--- src/rtl/mem_align_bridge_pkg.sv ---
// Shared types for the memory alignment bridge.
//   state_t    : bridge FSM states
//   mem_size_t : access size taken from funct3[1:0]
//   mem_err_t  : completion error code returned with mem_resp
package mem_bridge_types;

   typedef enum logic [1:0] {
      IDLE,
      WAIT,
      DONE
   } state_t;

   typedef enum logic [1:0] {
      SZ_BYTE = 2'b00,
      SZ_HALF = 2'b01,
      SZ_WORD = 2'b10
   } mem_size_t;

   typedef enum logic [1:0] {
      ERR_NONE       = 2'd0,
      ERR_MISALIGNED = 2'd1,
      ERR_ILLEGAL    = 2'd2,
      ERR_TIMEOUT    = 2'd3
   } mem_err_t;

   // funct3[1:0] encoding with no legal RV32I size
   localparam logic [1:0] SZ_ILLEGAL = 2'b11;

endpackage

--- src/rtl/mem_align_bridge_lane.sv ---
// Combinational byte-lane alignment for RV32I loads and stores.
// Ports:
//   size          : access size (funct3[1:0])
//   off           : byte offset within the word (addr[1:0])
//   wdata         : right-justified store data
//   rdata         : raw physical read word
//   be            : store byte enables (unused lanes zero)
//   wdata_shifted : store data moved into its lanes
//   rdata_aligned : load data right-justified and zero-masked to size
//   misaligned    : half on odd offset or word on non-zero offset
module mem_lane_align
   import mem_bridge_types::*;
(
   input  logic [1:0]  size,
   input  logic [1:0]  off,
   input  logic [31:0] wdata,
   input  logic [31:0] rdata,
   output logic [3:0]  be,
   output logic [31:0] wdata_shifted,
   output logic [31:0] rdata_aligned,
   output logic        misaligned
);

   logic [4:0]  shamt;
   logic [31:0] rdata_shifted;

   always_comb begin
      shamt         = {off, 3'b000};
      wdata_shifted = wdata << shamt;
      rdata_shifted = rdata >> shamt;
      be            = 4'b0000;
      rdata_aligned = 32'h0;
      misaligned    = 1'b0;
      case (size)
         SZ_BYTE: begin
            be            = 4'b0001 << off;
            rdata_aligned = {24'h0, rdata_shifted[7:0]};
         end
         SZ_HALF: begin
            be            = 4'b0011 << off;
            rdata_aligned = {16'h0, rdata_shifted[15:0]};
            misaligned    = off[0];
         end
         SZ_WORD: begin
            be            = 4'b1111;
            rdata_aligned = rdata_shifted;
            misaligned    = (off != 2'b00);
         end
         default: ;
      endcase
   end

endmodule

--- src/rtl/mem_align_bridge.sv ---
// Bridge between the CPU byte-addressed memory port and a word-addressed
// physical memory with a variable-latency response. Aligns store data and
// byte enables, right-justifies load data, rejects illegal/misaligned
// requests and times out a physical access that never responds.
// Ports:
//   clk, rst                      : clock, async active-high reset
//   mem_read/mem_write            : CPU request strobes, held until mem_resp
//   mem_address/wdata/funct3      : CPU byte address, store data, size code
//   mem_resp/mem_rdata/mem_error  : one-cycle completion, load data, error code
//   pmem_read/pmem_write          : physical strobes
//   pmem_address/wdata/byte_enable: physical word address, lane data, enables
//   pmem_resp/pmem_rdata          : physical completion and read word
//
// state | meaning
// IDLE  | waiting for a CPU strobe; checks and launches the access
// WAIT  | physical access outstanding; counts cycles toward timeout
// DONE  | mem_resp high for this single cycle
module mem_align_bridge
   import mem_bridge_types::*;
#(
   parameter int unsigned TIMEOUT_CYCLES = 255
) (
   input  logic        clk,
   input  logic        rst,
   input  logic        mem_read,
   input  logic        mem_write,
   input  logic [31:0] mem_address,
   input  logic [31:0] mem_wdata,
   input  logic [2:0]  mem_funct3,
   output logic        mem_resp,
   output logic [31:0] mem_rdata,
   output logic [1:0]  mem_error,
   output logic        pmem_read,
   output logic        pmem_write,
   output logic [31:0] pmem_address,
   output logic [31:0] pmem_wdata,
   output logic [3:0]  pmem_byte_enable,
   input  logic        pmem_resp,
   input  logic [31:0] pmem_rdata
);

   localparam logic [15:0] LAST_WAIT = 16'(TIMEOUT_CYCLES - 1);

   state_t      state, state_n;
   logic [15:0] cnt, cnt_n;
   logic        is_read, is_read_n;
   logic [1:0]  size_q, size_n;
   logic [1:0]  off_q, off_n;

   logic        mem_resp_n;
   logic [31:0] mem_rdata_n;
   mem_err_t    mem_error_n;
   logic        pmem_read_n;
   logic        pmem_write_n;
   logic [31:0] pmem_address_n;
   logic [31:0] pmem_wdata_n;
   logic [3:0]  pmem_byte_enable_n;

   logic [1:0]  lane_size;
   logic [1:0]  lane_off;
   logic [3:0]  lane_be;
   logic [31:0] lane_wdata;
   logic [31:0] lane_rdata;
   logic        lane_misaligned;

   // In IDLE the aligner sees the live request; in WAIT it sees the
   // latched size/offset so the returning read word can be aligned.
   assign lane_size = (state == IDLE) ? mem_funct3[1:0]  : size_q;
   assign lane_off  = (state == IDLE) ? mem_address[1:0] : off_q;

   mem_lane_align u_lane (
      .size          (lane_size),
      .off           (lane_off),
      .wdata         (mem_wdata),
      .rdata         (pmem_rdata),
      .be            (lane_be),
      .wdata_shifted (lane_wdata),
      .rdata_aligned (lane_rdata),
      .misaligned    (lane_misaligned)
   );

   always_comb begin
      state_n            = state;
      cnt_n              = cnt;
      is_read_n          = is_read;
      size_n             = size_q;
      off_n              = off_q;
      mem_resp_n         = 1'b0;
      mem_rdata_n        = 32'h0;
      mem_error_n        = ERR_NONE;
      pmem_read_n        = pmem_read;
      pmem_write_n       = pmem_write;
      pmem_address_n     = pmem_address;
      pmem_wdata_n       = pmem_wdata;
      pmem_byte_enable_n = pmem_byte_enable;

      case (state)
         IDLE: begin
            if (mem_read || mem_write) begin
               is_read_n = mem_read;
               size_n    = mem_funct3[1:0];
               off_n     = mem_address[1:0];
               if ((mem_read && mem_write) || (mem_funct3[1:0] == SZ_ILLEGAL)) begin
                  state_n     = DONE;
                  mem_resp_n  = 1'b1;
                  mem_error_n = ERR_ILLEGAL;
               end else if (lane_misaligned) begin
                  state_n     = DONE;
                  mem_resp_n  = 1'b1;
                  mem_error_n = ERR_MISALIGNED;
               end else begin
                  state_n            = WAIT;
                  cnt_n              = 16'd0;
                  pmem_read_n        = mem_read;
                  pmem_write_n       = mem_write;
                  pmem_address_n     = {mem_address[31:2], 2'b00};
                  pmem_wdata_n       = lane_wdata;
                  pmem_byte_enable_n = mem_read ? 4'b1111 : lane_be;
               end
            end
         end
         WAIT: begin
            if (pmem_resp) begin
               state_n      = DONE;
               pmem_read_n  = 1'b0;
               pmem_write_n = 1'b0;
               mem_resp_n   = 1'b1;
               mem_rdata_n  = is_read ? lane_rdata : 32'h0;
            end else if (cnt == LAST_WAIT) begin
               state_n      = DONE;
               pmem_read_n  = 1'b0;
               pmem_write_n = 1'b0;
               mem_resp_n   = 1'b1;
               mem_error_n  = ERR_TIMEOUT;
            end else begin
               cnt_n = cnt + 16'd1;
            end
         end
         DONE: begin
            state_n = IDLE;
         end
         default: begin
            state_n = IDLE;
         end
      endcase
   end

   always_ff @(posedge clk or posedge rst) begin
      if (rst) begin
         state            <= IDLE;
         cnt              <= 16'd0;
         is_read          <= 1'b0;
         size_q           <= 2'b00;
         off_q            <= 2'b00;
         mem_resp         <= 1'b0;
         mem_rdata        <= 32'h0;
         mem_error        <= 2'b00;
         pmem_read        <= 1'b0;
         pmem_write       <= 1'b0;
         pmem_address     <= 32'h0;
         pmem_wdata       <= 32'h0;
         pmem_byte_enable <= 4'b0000;
      end else begin
         state            <= state_n;
         cnt              <= cnt_n;
         is_read          <= is_read_n;
         size_q           <= size_n;
         off_q            <= off_n;
         mem_resp         <= mem_resp_n;
         mem_rdata        <= mem_rdata_n;
         mem_error        <= mem_error_n;
         pmem_read        <= pmem_read_n;
         pmem_write       <= pmem_write_n;
         pmem_address     <= pmem_address_n;
         pmem_wdata       <= pmem_wdata_n;
         pmem_byte_enable <= pmem_byte_enable_n;
      end
   end

endmodule

--- config.mk ---
export PLATFORM = sky130hd
export DESIGN_NAME = mem_align_bridge
export DESIGN_NICKNAME = d
export VERILOG_FILES = /design/src/rtl/mem_align_bridge_pkg.sv /design/src/rtl/mem_align_bridge_lane.sv /design/src/rtl/mem_align_bridge.sv
export SDC_FILE = /design/constraint.sdc
export NUM_CORES = 1
export LEC_CHECK = 0
export BUFFER_PORTS_ARGS = -buffer_cell sky130_fd_sc_hd__buf_2
export CAP_MARGIN = 20
export CELL_PAD_IN_SITES_DETAIL_PLACEMENT = 2
export CELL_PAD_IN_SITES_GLOBAL_PLACEMENT = 2
export CORE_MARGIN = 3
export CORE_UTILIZATION = 34
export DETAILED_ROUTE_END_ITERATION = 8
export PLACE_DENSITY = 0.94
export SKIP_CTS_REPAIR_TIMING = 1
export SLEW_MARGIN = 20
export SYNTH_ARGS = -nofsm -noshare
export SYNTH_HDL_FRONTEND = slang
export SYNTH_HIERARCHICAL = 1
export SYNTH_SLANG_ARGS = --single-unit
--- constraint.sdc ---
create_clock -name clk -period 12 [get_ports clk]
set_input_delay 2.4 -clock clk [delete_from_list [all_inputs] [get_ports clk]]
set_output_delay 2.4 -clock clk [all_outputs]
set_load 0.01 [all_outputs]
==> impl_metrics.tcl <==
set metrics [dict create \
    yosysSeqAreaShare_pct 48.8 \
    drt-initial-drc-count 178 \
    path_class "input port to flip-flop" \
    synth_edf_count 0 \
    cap_violations 0 \
    placed_cells 973 \
    drt-pass1-iter-count 4 \
    clock_skew_ns 0.00745 \
    clk_pin_slew_ns 0.06 \
    place_hpwl_um 15300 \
    cp_max_fo 53 \
    cts-buffers-inserted 17 \
    drive_gt1_share_pct 39.0 \
    grt.overflow.total 0 \
    place_congestion 0.787 \
    grt-busiest-layer "met2" \
    grt_use_total_pct 21.4 \
    cts_tree "yes" \
    worstHoldPathType "flip-flop to flip-flop" \
    root_buffer "clkbuf_16" \
    initial_core_util_pct 35.3 \
    slowest_delay_ns 0.64 \
    num_vias 5348 \
    p_int_uw 1350 \
    path_cells "buf_2 > mux2_2 > inv_1 > ha_1 > o21ai_0 > a21boi_0 > a21oi_1 > nand3_4 > buf_4 > a21boi_1 > inv_2 > o221ai_1" \
    rows 49 \
    hold_violations 0 \
    max-slew-margin-rel_pct 35.9 \
    powerDensity_mw_per_mm2 267 \
    stdcell_count 1006 \
    ir_drop_uv 142 \
    rsz0062_at_grt "no" \
    crit_slowest_cell "buf_4" \
    netlist_instances 572 \
    crit_required_ns 12.32 \
    switching_share_pct 38.7 \
    fin_nets 873 \
    dieArea_mm2 0.0207 \
    switchingPower_uw 849 \
    antenna_found_initial 1 \
    use_met3_pct 5.46 \
    coreArea_mm2 0.0183 \
    area_delta_synth_final_pct 27.2 \
    ys_ff_latch 126 \
    worst_ep_arrival_time_ns 6.06 \
    synth_mux_area_share_pct 17.4 \
    synth-xor-area-share_pct 0.542 \
    min_period_over_period_pct 47.8 \
    tns_ns 0 \
    use_met1_pct 25.7 \
    met2_usage_pct 36.9 \
    cp-end-kind "flip-flop" \
    synth_top_cell_by_area "dfrtp_1" \
    synth_top_area_share_pct 48.8 \
    path_buf_inv 4 \
    cp_top_family "compound AO/OA/AOI/OAI gates" \
    cts.sinks 126 \
    drt-total-wl_um 22000 \
    status "completed" \
    drv_slew 0 \
    via_per_inst 5.32 \
    start_kind "input port" \
    cts_buffer_depth 2 \
    async_reset_ff_share_pct 100 \
    drc_errors 0 \
    synthAdderAreaFrac_pct 1.16 \
    p_clk_share_pct 27.2 \
    synth_cell_types 68 \
    grt_pass1_wl_um 34300 \
    synth_top_family_by_area "multiplexers" \
    tightest_slew_ns 0.962 \
    yosys.cell_count.top_type "dfrtp_1" \
    fmax_ghz 0.174 \
    synthFlopType "dfrtp_1" \
    synth-simple-area-share_pct 15.8 \
    p_leak_uw 0.00402 \
    p_seq_share_pct 29.3 \
    worstSkewPairLatency_ns 0.42 \
    grt_pass1_vias 6055 \
    drt.antenna.violating_nets 0 \
    numPortBuffers 205 \
    final.min_clock_period_ns 5.74 \
    die_w_um 144 \
    synth_area_leaders "dfrtp_1 (49%), mux2_2 (7.7%), mux2i_1 (4.8%), and2_1 (4.7%), mux2_1 (4.5%)" \
    wl_per_cell_um 21.8 \
    grt_max_degree 79 \
    h-tree-depth 4 \
    synth-compound-area-share_pct 11.1 \
    synth.avg_cell_area_um2 11.3 \
    die_y_um 144 \
    setup-violations-final 0 \
    synth_commonest_cells "dfrtp_1 (126), and2_1 (49), mux2_2 (44), mux2i_1 (31), nor2_1 (31)" \
    netlist_area_mm2 0.00647 \
    yosysWarnings 6 \
    io_pins 209 \
    comb_power_share_pct 43.6 \
]
## metrics by stage
step	cell area, um2	power (uW)	worst slack, ns	utilization [%]	hold slack [ns]
after floorplan	6470	1330	6.24	-	0.458
after global placement	7550	1540	6.14	41.2	0.464
after detailed placement	7550	1610	5.93	41.2	0.475
after CTS	8220	2220	6.32	44.8	0.490
after global routing	8220	2340	6.04	44.8	0.511
final	8220	2190	6.26	44.9	0.484
## power by group through the flow
stage	Sequential (uW)	Clock, uW	Combinational, uW
final	642	596	956
after global routing	661	632	1050
after CTS	643	610	971
after detailed placement	648	0	958
after global placement	630	0	911
after floorplan	680	0	655
## kinds of logic (layout without fill, tap and decap cells)
family | after synthesis | after routing
and+or+nand+nor | 174 | 174
muxes | 103 | 103
AOI/OAI and AO/OA | 104 | 104
other | 1 | 3
xor gates and xnor gates | 4 | 4
DFF | 126 | 126
buffers and inverters | 54 | 257
adders and majority gates | 6 | 6
## state kept, by name, summed over array words and instances (netlist names), 2 cells and up
register	cells
mem_rdata	32
mem_error	2
pmem_address	30
cnt	16
state	2
size_q	2
off_q	2
pmem_wdata	32
pmem_byte_enable	4
## final timing paths
path / from / endpoint / slack (ns) / cells after the start
worst max-delay path: mem_funct3[0] / cnt[5] / 6.26 / 12
worst min-delay path: pmem_address[22] / pmem_address[22] / 0.48 / 1
worst max register to register: state[0] / cnt[5] / 7.06 / 12
worst min register to register: pmem_address[22] / pmem_address[22] / 0.48 / 1
max in group asynchronous: rst / pmem_wdata[0] / 8.76 / 3
min in group asynchronous: rst / mem_rdata[5] / 2.08 / 2
## cell usage in the layout, fill, tap and decap left out, drive strengths merged, types with 4 or more instances in the layout
master and n:
o211ai 9, dfrtp 126, o21ai 26, a21oi 16
nand3 8, and2 49, inv 17, buf 209
nor2 32, o221ai 4, clkinvlp 5, nor4 6
a211oi 24, and2b 4, nand2 30, bufinv 6
nand4 5, nor2b 15, ha 6, or4 7
mux2i 33, clkbuf 18, mux2 70, a2bb2oi 8
## layout make-up
| class | count | area [um2] |
|---|---|---|
| clock inverter | 14 | 240 |
| antenna | 1 | 2.50 |
| fill | 1971 | 10100 |
| inverter | 16 | 65.1 |
| clock buffer | 18 | 429 |
| sequential | 126 | 3150 |
| tap | 229 | 287 |
| multi-input combinational | 393 | 2990 |
| timing repair buffer | 209 | 1060 |
## worst register-to-register path: stages (launching register included)
cell and delay [ns]:
dfrtp_1 0.53, nor2_1 0.64, mux2_2 0.45, inv_1 0.13
ha_1 0.37, o21ai_0 0.16, a21boi_0 0.42, a21oi_1 0.23
nand3_4 0.35, buf_4 0.65, a21boi_1 0.49, inv_2 0.19
o221ai_1 0.23
## metal layers
metal	vias up	wire, um
met5	-	20
met4	2	508
met3	35	1190
met2	167	11300
met1	2720	8960
li1	2424	-
Power figures use the tool's default switching activity.
